<file path="config.mk">
export PLATFORM = sky130hd
export DESIGN_NAME = traffic_phase_ctrl
export DESIGN_NICKNAME = d
export VERILOG_FILES = /design/src/rtl/traffic_pkg.sv /design/src/rtl/tick_gen.sv /design/src/rtl/traffic_phase_ctrl.sv
export SDC_FILE = /design/constraint.sdc
export NUM_CORES = 1
export LEC_CHECK = 0
export BUFFER_PORTS_ARGS = -buffer_cell sky130_fd_sc_hd__buf_2
export CORE_ASPECT_RATIO = 1.4
export CORE_UTILIZATION = 55
export CTS_CLUSTER_SIZE = 8
export DETAILED_ROUTE_END_ITERATION = 6
export PLACE_DENSITY = 0.8
export SYNTH_ARGS = -nofsm -noshare
export SYNTH_HDL_FRONTEND = slang
export SYNTH_SLANG_ARGS = --single-unit
</file>
<file path="constraint.sdc">
create_clock -name clk -period 3.8 [get_ports clk]
set_input_delay 0.38 -clock clk [delete_from_list [all_inputs] [get_ports clk]]
set_output_delay 0.38 -clock clk [all_outputs]
set_load 0.01 [all_outputs]
</file>
<file path="src/rtl/traffic_pkg.sv">
// rtl/traffic_pkg.sv - shared light codes and phase states for the intersection blocks
package traffic_pkg;

    // Light codes seen by the display and peak-mode logic
    localparam logic [2:0] REDL    = 3'd1;
    localparam logic [2:0] GREENL  = 3'd2;
    localparam logic [2:0] YELLOWL = 3'd3;
    localparam logic [2:0] ONLINEL = 3'd4;

    typedef enum logic [2:0] {
        MAIN_G = 3'd0,
        MAIN_Y = 3'd1,
        SUB_G  = 3'd2,
        SUB_Y  = 3'd3,
        FLASH  = 3'd4
    } phase_state_t;

endpackage

</file>
<file path="src/rtl/tick_gen.sv">
// rtl/tick_gen.sv - clk prescaler producing a one-cycle strobe every CLOCK_HZ enabled cycles
// Ports: clk, rst (async, active-high), enable (low freezes the count), tick (strobe).
module tick_gen #(
    parameter int CLOCK_HZ = 5
) (
    input  logic clk,
    input  logic rst,
    input  logic enable,
    output logic tick
);

    localparam int PW = (CLOCK_HZ > 1) ? $clog2(CLOCK_HZ) : 1;
    localparam logic [PW-1:0] LAST = PW'(CLOCK_HZ - 1);

    logic [PW-1:0] pre;

    // Strobe is decoded from the count so it lines up with the wrap cycle
    assign tick = enable && (pre == LAST);

    always_ff @(posedge clk or posedge rst) begin
        if (rst) begin
            pre <= '0;
        end else if (enable) begin
            if (pre == LAST) begin
                pre <= '0;
            end else begin
                pre <= pre + 1'b1;
            end
        end
    end

endmodule

</file>
<file path="src/rtl/traffic_phase_ctrl.sv">
// rtl/traffic_phase_ctrl.sv - main/sub road phase sequencer with demand truncation and night flash
// Ports: clk, rst (async, active-high), enable, night, car_sub, ped_req in;
//        main/sub light codes (3b), main/sub seconds remaining (5b), ped_ack, tick out.
module traffic_phase_ctrl
    import traffic_pkg::*;
#(
    parameter int CLOCK_HZ   = 5,
    parameter int GREENT     = 16,
    parameter int SUB_GREENT = 10,
    parameter int YELLOWT    = 3,
    parameter int MIN_GREENT = 5
) (
    input  logic       clk,
    input  logic       rst,
    input  logic       enable,
    input  logic       night,
    input  logic       car_sub,
    input  logic       ped_req,
    output logic [2:0] main_light_state,
    output logic [2:0] sub_light_state,
    output logic [4:0] main_rest_time,
    output logic [4:0] sub_rest_time,
    output logic       ped_ack,
    output logic       tick
);

    localparam logic [4:0] GREEN_LD  = 5'(GREENT);
    localparam logic [4:0] SUBG_LD   = 5'(SUB_GREENT);
    localparam logic [4:0] YEL_LD    = 5'(YELLOWT);
    localparam logic [4:0] MIN_LD    = 5'(MIN_GREENT);

    phase_state_t state;
    logic [4:0]   cnt;
    logic         ped_lat;
    logic         tick_i;
    logic         demand;
    logic         enter_sub;

    tick_gen #(
        .CLOCK_HZ (CLOCK_HZ)
    ) u_tick_gen (
        .clk    (clk),
        .rst    (rst),
        .enable (enable),
        .tick   (tick_i)
    );

    assign tick      = tick_i;
    assign demand    = car_sub | ped_lat;
    // Night has priority, so a night request on the last yellow second blocks SUB_G entry
    assign enter_sub = tick_i && !night && (state == MAIN_Y) && (cnt == 5'd1);

    always_ff @(posedge clk or posedge rst) begin
        if (rst) begin
            state   <= MAIN_G;
            cnt     <= GREEN_LD;
            ped_lat <= 1'b0;
            ped_ack <= 1'b0;
        end else begin
            ped_ack <= enter_sub && ped_lat;

            // Clear on SUB_G entry beats a coincident new request
            if (enter_sub) begin
                ped_lat <= 1'b0;
            end else if (ped_req && (state != SUB_G)) begin
                ped_lat <= 1'b1;
            end

            if (tick_i) begin
                if (night && (state != FLASH)) begin
                    state <= FLASH;
                    cnt   <= 5'd0;
                end else if (state == FLASH) begin
                    if (!night) begin
                        state <= MAIN_G;
                        cnt   <= GREEN_LD;
                    end
                end else if (cnt == 5'd1) begin
                    case (state)
                        MAIN_G: begin
                            if (demand) begin
                                state <= MAIN_Y;
                                cnt   <= YEL_LD;
                            end else begin
                                cnt   <= GREEN_LD;
                            end
                        end
                        MAIN_Y: begin
                            state <= SUB_G;
                            cnt   <= SUBG_LD;
                        end
                        SUB_G: begin
                            state <= SUB_Y;
                            cnt   <= YEL_LD;
                        end
                        default: begin
                            state <= MAIN_G;
                            cnt   <= GREEN_LD;
                        end
                    endcase
                end else if ((state == MAIN_G) && demand && (cnt > MIN_LD)) begin
                    cnt <= MIN_LD;
                end else begin
                    cnt <= cnt - 5'd1;
                end
            end
        end
    end

    // Red head shows time until it turns green: add the other road's yellow while it is green
    always_comb begin
        main_light_state = ONLINEL;
        sub_light_state  = ONLINEL;
        main_rest_time   = 5'd0;
        sub_rest_time    = 5'd0;
        case (state)
            MAIN_G: begin
                main_light_state = GREENL;
                sub_light_state  = REDL;
                main_rest_time   = cnt;
                sub_rest_time    = cnt + YEL_LD;
            end
            MAIN_Y: begin
                main_light_state = YELLOWL;
                sub_light_state  = REDL;
                main_rest_time   = cnt;
                sub_rest_time    = cnt;
            end
            SUB_G: begin
                main_light_state = REDL;
                sub_light_state  = GREENL;
                main_rest_time   = cnt + YEL_LD;
                sub_rest_time    = cnt;
            end
            SUB_Y: begin
                main_light_state = REDL;
                sub_light_state  = YELLOWL;
                main_rest_time   = cnt;
                sub_rest_time    = cnt;
            end
            default: begin
                main_light_state = ONLINEL;
                sub_light_state  = ONLINEL;
                main_rest_time   = 5'd0;
                sub_rest_time    = 5'd0;
            end
        endcase
    end

endmodule
</file>
After elaboration in Yosys (flattened, before gate mapping)
Cells that the tools add are included.
Word-level totals
  output and inout port bits: 18
  register bits after elaboration: 13
Operators by class
  reduce and logical (&&, ||, !) cells: 19
  mux-type cells: 20
  eq/ne operators: 10
  $lt $le $gt $ge: 1
  bitwise gates (word level): 1
  $add $sub $neg: 3
Operators by type and width (number)
  $mux W5: 6
  $pmux W3 S3: 3
  $pmux W5 S2: 2
  $mux W3: 6
  $pmux W5 S3: 1
  $logic_and A1 B1 Y1: 9
  $eq A3 B2 Y1 const B: 2
  $eq A3 B3 Y1 const B: 2
  $ne A3 B3 Y1 const B: 2
  $reduce_or A3 Y1: 2
  $add A5 B2 Y5 const B: 1
  $eq A5 B1 Y1 const B: 1
  $gt A5 B3 Y1 const B: 1
  $sub A5 B1 Y5 const B: 1
  $ne A4 B4 Y1 const B: 1
  $reduce_and A4 Y1: 1
  $reduce_or A2 Y1: 2
  $add A3 B1 Y3 const B: 1
  $eq A3 B1 Y1 const B: 1
  $logic_not A3 Y1: 1
  $ne A3 B2 Y1 const B: 1
  $reduce_bool A3 Y1: 1
  $mux W1: 2
  $reduce_and A2 Y1: 1
  3 further kinds: 3

Longest topological paths before layout
  word-level depth: 7
  depth in mapped cells: 7
  gate-level depth less buffers: 7

Modules after synthesis
Synthesis repeated with hierarchy kept, for this count alone.
Second synthesis, totals
  cell total of the unflattened synthesis: 144
  area total of the unflattened synthesis: 1098.6 um^2
Modules (own cells, without submodules)
  traffic_phase_ctrl: instances 1, cells an instance 126, area an instance 927.1 um^2
  tick_gen: instances 1, cells an instance 18, area an instance 171.4 um^2

Worst setup path after synthesis
No wires, ideal clock.
  path type: register to output
  start: reg cnt[0]
  end: out sub_rest_time[4]
  path slack: 1947 ps
  arrival time: 1473 ps
  cell stages (with the launch flop): 8
  path buffers: 1
  path through: dfrtp_1 -> buf_2 -> inv_1 -> ha_1 -> inv_1 -> nand3_1 -> or3_1 -> a21oi_1
On the way
  cells in the longest elaborated chain, start to end: 2
RTL lines
  from (decl): line traffic_phase_ctrl.sv:33  | logic [4:0] cnt;
  from (signal assigned): line traffic_phase_ctrl.sv:104  | cnt <= cnt - 5'd1;
  $add A5 B2 Y5: line traffic_phase_ctrl.sv:121  | sub_rest_time = cnt + YEL_LD;
  $pmux W5 S2: line traffic_phase_ctrl.sv:116  | case (state)
  to (decl): line traffic_phase_ctrl.sv:22  | output logic [4:0] sub_rest_time,
Every way passes these cells.

Worst setup path after layout
Same ends and word-level chain as after synthesis.

==> metrics.txt <==
status completed; ant diodes 0; port buffer count 23; Mean Syn Cell Area 7.82 um2; Initial Util 0.606; # rows 18; RSZ-0062 raised after global routing no; vias in the first global route 946; Max VDD drop 0.000596 V; Max stage delay cell, worst path dfrtp_1; crit path kind reg -> out; cell chain of the critical path inv_1, ha_1, inv_1, nand3_1, or3_1, a21oi_1, buf_2; Final Hold Fails 0; Routability Congestion 0.853; CP Data Required Time 3.42 ns; hold_buf cts 0; global-route wire length before repair 4010 um; DIE AREA 2220 um2; Post-Syn Area 1120 um2; FF+latch count, synth 13; number of nets in the layout 169; register area 327 um2; initial DRC count 29; setup violators final 0; H-tree Lvls 1; final worst slack 1.46 ns; Synth area leaders dfrtp_1 27%, o21ai_0 6.7%, nor2_1 6.0%; DRC 0; number of routed nets with antenna violations 0; Arr. time, crit path 1.96 ns; die width 40.1 um; post-cts sizing count 0; Die Span Y 55.4 um; Place WS 1.77 ns; Fmax achieved 426 MHz; Hold Path Class in -> async; fill count 175; initial antenna violation count 0; crit start category register; Seq/Total Area, Yosys 0.292; slew margin rel. 0.413; Final Cell Area 1210 um2; CTS Buf Count 3; grt ovf 0; Max Root-Sink Buffers 2; Worst Tran Pin Value 0.880 ns; syn_nets 153; crit end category output port; drt wl/cell 13.0 um; Placed Area 1180 um2; post-route clock period utilization 0.617; list of most frequent post-synthesis cells 18 x nor2_1, 15 x o21ai_0, 12 x dfrtp_1, 11 x a21oi_1, 11 x inv_1; CTS tree done; clk_lat worst skew 0.28 ns; maxcap violations 0; Post-synth ARST share 1.00; setup TNS 0 ns; Final Skew 0.00276 ns; Initial DRT Pass Iterations 4; top_reg_cell synth dfrtp_1; max-slew violations 0; total core area 1850 um2; clock sinks 13; most frequent CP cell inv_1; buffer count from post-CTS setup fixing 0; min Tclk post-route 2.34 ns; largest net degree at the start of global routing 32; post-DP HPWL 1700 um; synth warn 0; top cell type's share of synthesized area 0.268; Layout area overhead 8.28%; count leader, synth nor2_1; I/O pin count 24; largest area contributor in the synthesized netlist dfrtp_1; clk slew on worst S/H paths 0.08 ns; layout cells sized above 1 0.222; CP max stage delay 0.51 ns; Distinct cells, synth 42; drt total wl 2320 um; Worst Path Max Fanout 8; vias 1052; vias per inst 5.91; Leak 0.580 nW; GRT Overall Usage 0.249; Worst R2R Path Depth 6; PD cells 755 nW/um2; CTS root buffer clkbuf_4; Cells after Synth 143; Multi-input gate area 677 um2; number of synthesized flops with an enable pin 0
-- worst max-delay path, delay by kind of cell (launching register included) --
| kind | cells | cell delay [ns] |
|---|---|---|
| adder cells (fa/ha/maj) | 1 | 0.24 |
| AO/OA/AOI/OAI | 1 | 0.14 |
| flip-flops | 1 | 0.51 |
| buffers and inverters | 3 | 0.34 |
| AND/OR/NAND/NOR | 2 | 0.46 |
-- placed cells by master (no fill, tap or decap), types with 2 or more instances in the layout --
cell type	Yosys	layout
or3_1	3	3
buf_2	2	23
o21ai_0	15	15
o21ai_2	2	2
nor2_1	18	18
a21oi_1	11	11
nor3_1	3	3
nor2b_1	3	3
xnor2_1	5	5
nand2_1	9	9
o31ai_1	2	2
or3_2	2	2
and3_1	2	2
inv_1	11	11
a22oi_1	2	2
dfrtp_1	12	12
nand3_1	3	3
a211oi_1	3	3
a21o_1	3	3
ha_1	4	4
clkbuf_4	0	3
-- kinds of logic (layout without fill, tap and decap cells) --
| kind of cell | Yosys count | after routing | synth area share |
|---|---|---|---|
| DFF | 13 | 13 | 0.292 |
| muxes | 1 | 1 | 0.00895 |
| adders and majority gates | 4 | 4 | 0.0447 |
| xor gates and xnor gates | 5 | 5 | 0.0391 |
| and+or+nand+nor | 50 | 50 | 0.240 |
| AOI/OAI and AO/OA | 47 | 47 | 0.272 |
| buffers and inverters | 23 | 38 | 0.103 |
-- per-stage QoR --
stage / hold WS, ns / std cells / total power, mW / util
finish: 0.113 / 178 / 0.915 / 0.656
global route: 0.164 / 178 / 1.01 / 0.656
CTS: 0.131 / 178 / 0.919 / 0.656
detailed placement: 0.426 / 174 / 0.830 / 0.642
global placement: 0.417 / 174 / 0.816 / 0.642
floorplan: 0.256 / 143 / 0.711 / -
-- worst paths after layout --
check | startpoint | to | slack (ns)
min in group clk | ped_req | ped_lat | 0.37
min reg2reg | ped_lat | ped_ack | 0.54
max reg2reg | cnt[1] | cnt[2] | 1.88
max | cnt[0] | sub_rest_time[4] | 1.46
max in group asynchronous | rst | cnt[4] | 3.33
min | rst | cnt[0] | 0.11
-- sequential cells by signal, summed over array words and instances, names as in the netlist --
name,cells
cnt,5
ped_ack,1
ped_lat,1
state,3
u_tick_gen.pre,3
-- power breakdown --
group	internal (mW)	total, mW	switching [mW]
clock	0.0408	0.0858	0.0450
combinational	0.246	0.526	0.280
sequential	0.183	0.303	0.120
-- area by class of cell --
cell class | instances | area share
clock buffers | 4 | 0.0217
inverters | 11 | 0.0341
multi-input cells | 107 | 0.559
flip-flops and latches | 13 | 0.270
well taps | 20 | 0.0207
repair buffers | 23 | 0.0950
-- layer usage --
metal	wire length, um	vias up	global-route usage
met4	48	0	0.123
met1	1010	480	0.324
met2	1190	32	0.396
li1	-	535	-
met3	70	5	0.0120
met5	0	-	0
Power figures use the tool's default switching activity.
